$ cat src/rtl/mem_map_pkg.sv
// Shared memory map, port ids, arbiter states and read-tag bundle
// for the data-RAM port arbiter.
package mem_map_pkg;

  localparam logic [15:0] INPUT_BEGIN = 16'h0000;
  localparam logic [15:0] SEG1_BEGIN  = 16'h0001;
  localparam logic [15:0] STACK_BEGIN = 16'h0003;

  typedef logic [0:0] port_id_t;

  typedef enum logic [1:0] {
    IDLE,
    LOCK0,
    LOCK1
  } arb_state_t;

  typedef struct packed {
    logic        valid;
    port_id_t    port;
    logic        mmio_sel;
    logic [15:0] mmio_data;
  } rd_tag_t;

endpackage

$ cat src/rtl/rd_tag_pipe.sv
// Fixed-depth shift register carrying read tags from accept to return.
// Ports: clk_i, rst_ni (async clear), tag_i (accepted beat), tag_o (return).
module rd_tag_pipe
  import mem_map_pkg::*;
#(
  parameter int DEPTH = 3
) (
  input  logic    clk_i,
  input  logic    rst_ni,
  input  rd_tag_t tag_i,
  output rd_tag_t tag_o
);

  rd_tag_t pipe_q [DEPTH];

  always_ff @(posedge clk_i or negedge rst_ni) begin
    if (!rst_ni) begin
      for (int i = 0; i < DEPTH; i++) begin
        pipe_q[i] <= '0;
      end
    end else begin
      pipe_q[0] <= tag_i;
      for (int i = 1; i < DEPTH; i++) begin
        pipe_q[i] <= pipe_q[i-1];
      end
    end
  end

  assign tag_o = pipe_q[DEPTH-1];

endmodule

$ cat src/rtl/ram_port_arbiter.sv
// Two-master data-RAM port arbiter with MMIO decode and tagged reads.
// Ports: clock/reset_n, per-port req/we/lock/addr/wdata in, gnt/rvalid out,
// rdata out, registered RAM port (ram_addr/ram_data/ram_wren, ram_q in),
// sw_in switch word in, seg1/seg2 display registers out.
module ram_port_arbiter #(
  parameter int          RD_LAT      = 2,
  parameter logic [15:0] INPUT_BEGIN = mem_map_pkg::INPUT_BEGIN,
  parameter logic [15:0] SEG1_BEGIN  = mem_map_pkg::SEG1_BEGIN
) (
  input  logic        clock,
  input  logic        reset_n,
  input  logic        req0,
  input  logic        req1,
  input  logic        we0,
  input  logic        we1,
  input  logic        lock0,
  input  logic        lock1,
  input  logic [15:0] addr0,
  input  logic [15:0] addr1,
  input  logic [15:0] wdata0,
  input  logic [15:0] wdata1,
  output logic        gnt0,
  output logic        gnt1,
  output logic        rvalid0,
  output logic        rvalid1,
  output logic [15:0] rdata,
  output logic [15:0] ram_addr,
  output logic [15:0] ram_data,
  output logic        ram_wren,
  input  logic [15:0] ram_q,
  input  logic [15:0] sw_in,
  output logic [15:0] seg1,
  output logic [15:0] seg2
);

  import mem_map_pkg::*;

  localparam int          DEPTH     = 1 + RD_LAT;
  localparam logic [15:0] SEG2_ADDR = SEG1_BEGIN + 16'd1;

  arb_state_t  state_q;
  port_id_t    last_q;
  logic [15:0] ram_addr_q, ram_data_q;
  logic        ram_wren_q;
  logic [15:0] seg1_q, seg2_q;

  logic        acc0, acc1, acc;
  port_id_t    b_port;
  logic        b_we;
  logic [15:0] b_addr, b_wdata;
  logic        is_in, is_s1, is_s2, is_mmio;
  logic [15:0] mmio_rd;
  rd_tag_t     tag_d, tag_q;

  // While locked, the owner's req alone decides; once it lets go the
  // other port can be served in the same cycle.
  always_comb begin
    gnt0 = 1'b0;
    gnt1 = 1'b0;
    unique case (state_q)
      LOCK0: begin
        gnt0 = req0;
        gnt1 = !req0 & req1;
      end
      LOCK1: begin
        gnt1 = req1;
        gnt0 = !req1 & req0;
      end
      default: begin
        gnt0 = req0 & (!req1 | (last_q == 1'b1));
        gnt1 = req1 & (!req0 | (last_q == 1'b0));
      end
    endcase
  end

  assign acc0    = req0 & gnt0;
  assign acc1    = req1 & gnt1;
  assign acc     = acc0 | acc1;
  assign b_port  = port_id_t'(acc1);
  assign b_we    = acc1 ? we1 : we0;
  assign b_addr  = acc1 ? addr1 : addr0;
  assign b_wdata = acc1 ? wdata1 : wdata0;

  assign is_in   = (b_addr == INPUT_BEGIN);
  assign is_s1   = (b_addr == SEG1_BEGIN);
  assign is_s2   = (b_addr == SEG2_ADDR);
  assign is_mmio = is_in | is_s1 | is_s2;

  always_comb begin
    mmio_rd = 16'h0000;
    unique case (1'b1)
      is_in:   mmio_rd = sw_in;
      is_s1:   mmio_rd = seg1_q;
      is_s2:   mmio_rd = seg2_q;
      default: mmio_rd = 16'h0000;
    endcase
  end

  always_comb begin
    tag_d           = '0;
    tag_d.valid     = acc & !b_we;
    tag_d.port      = b_port;
    tag_d.mmio_sel  = is_mmio;
    tag_d.mmio_data = mmio_rd;
  end

  always_ff @(posedge clock or negedge reset_n) begin
    if (!reset_n) begin
      state_q <= IDLE;
      last_q  <= 1'b1;
    end else begin
      if (acc) begin
        last_q <= b_port;
      end
      unique case (state_q)
        IDLE: begin
          if (acc0 & lock0) state_q <= LOCK0;
          else if (acc1 & lock1) state_q <= LOCK1;
        end
        LOCK0: begin
          if (!req0) state_q <= (acc1 & lock1) ? LOCK1 : IDLE;
          else if (!lock0) state_q <= IDLE;
        end
        LOCK1: begin
          if (!req1) state_q <= (acc0 & lock0) ? LOCK0 : IDLE;
          else if (!lock1) state_q <= IDLE;
        end
        default: state_q <= IDLE;
      endcase
    end
  end

  always_ff @(posedge clock or negedge reset_n) begin
    if (!reset_n) begin
      ram_addr_q <= 16'h0000;
      ram_data_q <= 16'h0000;
      ram_wren_q <= 1'b0;
      seg1_q     <= 16'h0000;
      seg2_q     <= 16'h0000;
    end else begin
      ram_wren_q <= 1'b0;
      if (acc & !is_mmio) begin
        ram_addr_q <= b_addr;
        ram_data_q <= b_wdata;
        ram_wren_q <= b_we;
      end
      if (acc & b_we & is_s1) seg1_q <= b_wdata;
      if (acc & b_we & is_s2) seg2_q <= b_wdata;
    end
  end

  rd_tag_pipe #(
    .DEPTH(DEPTH)
  ) u_tags (
    .clk_i  (clock),
    .rst_ni (reset_n),
    .tag_i  (tag_d),
    .tag_o  (tag_q)
  );

  assign rvalid0  = tag_q.valid & (tag_q.port == 1'b0);
  assign rvalid1  = tag_q.valid & (tag_q.port == 1'b1);
  assign rdata    = !tag_q.valid ? 16'h0000 :
                    tag_q.mmio_sel ? tag_q.mmio_data : ram_q;
  assign ram_addr = ram_addr_q;
  assign ram_data = ram_data_q;
  assign ram_wren = ram_wren_q;
  assign seg1     = seg1_q;
  assign seg2     = seg2_q;

endmodule
$ cat config.mk
export PLATFORM = sky130hd
export DESIGN_NAME = ram_port_arbiter
export DESIGN_NICKNAME = d
export VERILOG_FILES = /design/src/rtl/mem_map_pkg.sv /design/src/rtl/rd_tag_pipe.sv /design/src/rtl/ram_port_arbiter.sv
export SDC_FILE = /design/constraint.sdc
export NUM_CORES = 1
export LEC_CHECK = 0
export ABC_AREA = 0
export CAP_MARGIN = 25
export CORE_UTILIZATION = 50
export CTS_BUF_LIST = sky130_fd_sc_hd__clkbuf_8
export DETAILED_ROUTE_END_ITERATION = 16
export PLACE_DENSITY = 0.86
export SLEW_MARGIN = 10
export SYNTH_ARGS = -nofsm -noshare
export SYNTH_HDL_FRONTEND = slang
export SYNTH_HIERARCHICAL = 1
export SYNTH_SLANG_ARGS = --single-unit
export TNS_END_PERCENT = 100
$ cat constraint.sdc
create_clock -name clock -period 6.17 [get_ports clock]
set_input_delay 1.234 -clock clock [delete_from_list [all_inputs] [get_ports clock]]
set_output_delay 1.234 -clock clock [all_outputs]
set_load 0.02 [all_outputs]
==> results of run 1 <==
==> final cells by class <==
class / count / area [um2] / share of cell area
repair buffers: 191 / 1902 / 0.2496
flip-flops and latches: 125 / 3129 / 0.4107
multi-input cells: 273 / 2033 / 0.2668
clock inverters: 15 / 143.9 / 0.01888
well taps: 136 / 170.2 / 0.02233
inverters: 2 / 7.507 / 0.0009852
clock buffers: 17 / 234.0 / 0.03071
==> sequential cells by signal, summed over array words and instances, names as in the netlist <==
register       cells
last_q             1
ram_addr          16
ram_data          16
ram_wren           1
seg1              16
seg2              16
state_q            2
u_tags/pipe_q     38
u_tags/tag_o      19
==> power groups by stage <==
stage / Combinational, mW / Clock (mW) / Sequential (mW)
after detailed placement: 0.339 / 0 / 0.892
after global placement: 0.333 / 0 / 0.890
after floorplan: 0.111 / 0 / 0.925
after global routing: 0.361 / 0.714 / 0.882
after CTS: 0.341 / 0.679 / 0.877
final: 0.338 / 0.666 / 0.877
==> routing by layer <==
layer  routed length [um]  up-vias
li1                     -     1847
met1                 5242     1946
met2                 6761      147
met3                  670       39
met4                  560        0
met5                    0        -
==> logic make-up after synthesis <==
group           count (synthesis)  synth area share
compound gates                 25           0.04613
flops                         125            0.5797
buf+inv                        43           0.04798
mux                            83            0.1766
simple gates                  165            0.1495
==> through the flow <==
step | std cells | hold WS [ps] | util | power [mW] | area (um2)
2_1_floorplan | 441 | 331.2 | - | 1.036 | 5398
3_3_place_gp | 727 | 331.3 | 0.6950 | 1.223 | 7239
3_5_place_dp | 727 | 334.7 | 0.6950 | 1.232 | 7239
4_1_cts | 759 | 352.1 | 0.7313 | 1.897 | 7617
5_1_grt | 759 | 353.7 | 0.7315 | 1.957 | 7620
6_report | 759 | 350.7 | 0.7315 | 1.881 | 7620
==> cell usage in the layout (no fill, tap or decap), types with 2 or more instances in the layout <==
| cell | netlist | layout |
|---|---|---|
| mux2_4 | 11 | 11 |
| and2_1 | 3 | 3 |
| clkinvlp_4 | 0 | 4 |
| dfrtp_1 | 124 | 124 |
| nor2_1 | 4 | 4 |
| nand3b_1 | 2 | 2 |
| a221o_1 | 16 | 16 |
| clkbuf_8 | 0 | 17 |
| nor2b_2 | 1 | 2 |
| inv_8 | 0 | 4 |
| inv_6 | 0 | 6 |
| nand4_1 | 2 | 2 |
| a211oi_1 | 3 | 3 |
| mux2_1 | 5 | 5 |
| and3_1 | 2 | 2 |
| nand2_1 | 99 | 99 |
| mux2i_1 | 18 | 17 |
| buf_4 | 19 | 4 |
| nand2b_1 | 4 | 4 |
| nor2b_1 | 22 | 21 |
| nor3b_1 | 16 | 16 |
| nor4_1 | 6 | 6 |
| mux2_2 | 49 | 49 |
| clkdlybuf4s50_1 | 0 | 187 |
==> worst max path at each step <==
stage,startpoint,to,slack (ps)
finish,req0,gnt1,1700
global route,req0,gnt1,1590
CTS,req0,gnt1,1720
detailed placement,req0,seg2[1],1450
global placement,req0,seg2[1],1610
floorplan,req0,gnt1,2670
==> cell usage after synthesis <==
| cell type | instances |
|---|---|
| o211ai_4 | 1 |
| nor2b_2 | 1 |
| nor3b_1 | 16 |
| inv_2 | 1 |
| dfrtp_1 | 124 |
| and3_1 | 2 |
| and2_1 | 3 |
| o22ai_1 | 1 |
| dfstp_2 | 1 |
| mux2_4 | 11 |
| nor4_1 | 6 |
| buf_1 | 4 |
| mux2i_1 | 18 |
| nand4_1 | 2 |
| mux2_1 | 5 |
| nor2_1 | 4 |
| inv_1 | 1 |
| buf_4 | 19 |
| clkbuf_1 | 10 |
| nand2b_1 | 4 |
| nor3_2 | 1 |
| buf_2 | 6 |
| buf_8 | 1 |
| a32o_1 | 1 |
| nand3b_1 | 2 |
| or2_2 | 1 |
| a22oi_1 | 1 |
| a211oi_1 | 3 |
| nor2b_1 | 22 |
| or3b_1 | 1 |
| nand2_1 | 99 |
| o41ai_2 | 1 |
| mux2_2 | 49 |
| or4_1 | 1 |
| a221o_1 | 16 |
| o21ai_0 | 1 |
| buf_6 | 1 |
==> critical path, cell delays in order <==
cell,delay [ps]
clkdlybuf4s50_1,590
nand2_1,140
o211ai_4,190
buf_4,440
inv_1,90
clkdlybuf4s50_1,550
==> out/metrics.cfg, run 1 <==
[logic_synthesis]
synthTopCellsByArea=dfrtp_1 (57%), mux2_2 (10%), nand2_1 (6.9%), mux2i_1 (3.3%), mux2_4 (3.1%)
synthCells=441
netlist_area_um2=5398
ys_seq_area_frac=0.5797
ys_types=37
yosys.area.top_type=dfrtp_1
yosysWarnings=6
synth_top_area_share=0.5749
synth-seq-cells=125
synth.avg_cell_area_um2=12.24
synth.net_count=545

[hold_path]
worstHoldStart=u_tags/pipe_q[22]
hold_depth=0
min_path_type=reg -> reg
hold_end=u_tags/tag_o[3]

[flow_run]
maxCapViolations=0

[setup_path]
crit_arrival_ps=3230
r2r_slack_ps=2610
r2r-end=seg2[0]
crit_type=in -> out
reg2reg_depth=6
start_kind=primary input
crit_fanout=39
critPathCaptureType=output port
r2r_start=last_q
crit_required_ps=4940

[global_route]
grt_max_degree=68
antenna_found_initial=0
grt_pass1_wl_um=20980
grtUsageMet2=0.4178
track_usage=0.2485
grt_busiest_layer=met2
grt_util_met1=0.2959
grt_pass1_vias=4154
gr-total-overflow=0
grtUsageMet3=0.05763

[clock_tree]
post_cts_buffers=0
ctsResizeCount=0
clock_path_buffers=2
clk_latency_ps=430
cts_tree=built
cts_root_buffer=clkbuf_8
path_clk_slew_ps=80
cts_sinks=125
cts_max_level=4
hold_buffers=0
cts_buffers=17

[die]
rows=37
die_w_um=105.9
die_area_um2=11210
ios=189
initial_core_util=0.5182
dieHeight_um=105.9
coreArea_um2=10420

[power_and_ir_drop]
power_density_nw_per_um2=246.8
combPwrFrac=0.180
leakagePower_nw=3.489
pwr-share-seq=0.466
p_sw_frac=0.2937
power_frac_clock=0.354
intPower_mw=1.328
irDropWorstVdd_uv=173.8
switchingPower_uw=552.3

[outcome]
status=complete, no violations

[layout]
final_nets=714
drive_above_1_share=0.1685
n_fill_cell=692
antenna_cells=0
area_delta_synth_final_pct=41.17

[timing]
post-route-min-period_ps=4468
worst_slew_pin_slew_ps=958.5
finalMaxSlewViolations=0
setup_viol=0
fin_crit_sh=0.7242
grt_setup_unrepaired=false
fmax_mhz=223.8
finalHoldViolations=0
relSlewSlack=0.3610
setup_slack_ps=1702
fin_setup_tns_ps=0
skew_ps=10.76

[route]
dr.pass1.iters=4
drcViolationCount=0
antenna_left=0
via_per_inst=5.242
wl_per_cell_um=17.44
drtIter0Drc=225
drt_wl_total_um=13230
num_vias=3979

[placed_design]
io_buffers=188
routabilityCongestion=0.8370
preCtsSetupSlack_ps=1447
hpwl_um=9663

(Power assumes the default switching activity.)
==> inputs of run 2 (changes only) <==
- CORE_UTILIZATION: 50 -> 42
- PLACE_DENSITY: 0.86 -> 0.77
- clock period: 6.17 -> 3.8 ns (I/O delays scaled with it)
==> run 2 against run 1 <==
  * Critical path depth unchanged
  * Power increased by 66%
  * Via count increased by 0.73%
  * Final cell count increased by 5.7%
  * Die area increased by 19%
  * Critical path type unchanged
  * Largest power group unchanged
  * Highest routed layer unchanged
==> out/metrics.cfg, run 2 (synthesis gave the netlist of run 1 again) <==
[clock_tree]
clock_path_buffers=2
cts_tree=built
path_clk_slew_ps=70
post_cts_buffers=0
cts_sinks=125
clk_latency_ps=420
cts_root_buffer=clkbuf_8
ctsResizeCount=0
cts_buffers=17
hold_buffers=0
cts_max_level=4

[setup_path]
critPathCaptureType=output port
crit_required_ps=3040
path_cells=clkdlybuf4s50_1 -> nand2_1 -> o211ai_4 -> buf_4 -> inv_1 -> clkdlybuf4s50_1
path_common_cell=clkdlybuf4s50_1
crit_type=in -> out
start_kind=primary input
crit_fanout=15
max_stage_delay_ps=590
crit_slowest_cell=clkdlybuf4s50_1
crit_arrival_ps=2560

[global_route]
track_usage=0.2123
grt_util_met1=0.2529
grt_busiest_layer=met2
grt_pass1_vias=4091
grtUsageMet2=0.3417
grt_max_degree=98
grtUsageMet3=0.07275
gr-total-overflow=0
grt_pass1_wl_um=20890
antenna_found_initial=0

[route]
drtIter0Drc=228
drcViolationCount=0
antenna_left=0
via_per_inst=4.998
dr.pass1.iters=5
wl_per_cell_um=16.85
drt_wl_total_um=13510
num_vias=4008

[timing]
finalHoldViolations=0
fmax_mhz=300.9
grt_setup_unrepaired=false
setup_viol=0
fin_crit_sh=0.8747
finalMaxSlewViolations=0
post-route-min-period_ps=3324
worst_slew_pin_slew_ps=942.7
skew_ps=8.408
relSlewSlack=0.3694
fin_setup_tns_ps=0

[layout]
drive_above_1_share=0.1762
final_cell_mix=clkdlybuf4s50_1 (187), dfrtp_1 (124), nand2_1 (99), mux2_2 (49), nor2b_1 (22)
n_fill_cell=1016
final_common_cell=clkdlybuf4s50_1
area_delta_synth_final_pct=43.63
regMostFlops=u_tags/pipe_q
final_nets=721
largest_reg_flops=38
antenna_cells=0

[power_and_ir_drop]
leakagePower_nw=3.551
irDropWorstVdd_uv=241.4
power_density_nw_per_um2=402.3
power_mw=3.119

[placed_design]
hpwl_um=10020
routabilityCongestion=0.8523
io_buffers=188

[die]
dieHeight_um=115.4
coreArea_um2=12570
rows=41
die_area_um2=13310
initial_core_util=0.4295
ios=189
die_w_um=115.4

[hold_path]
min_path_type=in -> async

[flow_run]
maxCapViolations=0

[outcome]
status=complete, no violations

-- run 2: cell types whose count changed in the layout (fill, tap and decap cells not counted), moves of 2 or more --
cell	change
buf_4	+5
clkinvlp_4	-3
bufinv_16	+2
clkinv_2	+4
clkinv_4	+2
inv_8	-4
-- run 2: cell type report --
type	count	area [um2]	area share
sequential	125	3129	0.4036
multi-input combinational	273	2031	0.2619
timing repair buffer	198	1978	0.2552
clock buffer	17	234.0	0.03018
tap	172	215.2	0.02776
clock inverter	15	157.7	0.02034
inverter	2	7.507	0.0009684
-- run 2: path summary, 6_finish.rpt --
path	from	endpoint	slack (ps)	depth (start not counted)
max in group asynchronous	reset_n	seg1[1]	2860	2
setup / recovery	req0	gnt1	480	6
min in group clock	u_tags/pipe_q[52]	u_tags/pipe_q[33]	350	0
setup reg to reg	state_q[1]	ram_addr[11]	1250	8
hold / removal	reset_n	state_q[1]	200	1
hold reg to reg	u_tags/pipe_q[52]	u_tags/pipe_q[33]	350	0
-- run 2: per-layer routing --
metal  up-vias  part of all wire
met5         -                 0
met4         0             0.032
met3        30             0.072
met2       154              0.48
met1      1976              0.41
li1       1848                 -
-- run 2: critical path, delay by kind of cell --
family	cells	cell delay (ps)
AO/OA/AOI/OAI	1	180
buffers and inverters	4	1490
AND/OR/NAND/NOR	1	130
-- run 2: where the power goes --
part | switching, mW | total, mW | internal [mW] | leakage, nW
Clock | 0.545 | 1.14 | 0.591 | 0.202
Combinational | 0.270 | 0.561 | 0.292 | 1.68
Sequential | 0.0335 | 1.42 | 1.39 | 1.67
-- run 2: stage by stage --
stage               utilization  hold WS, ps  cells  worst slack [ps]  instance area, um2
floorplan                     -        331.2    441              1214                5398
global placement         0.5835        331.7    769             502.2                7333
detailed placement       0.5857        334.7    770             417.2                7361
finish                   0.6168        200.9    802             476.1                7752
CTS                      0.6168        184.7    802             479.4                7752
global route             0.6168        189.0    802             427.9                7752
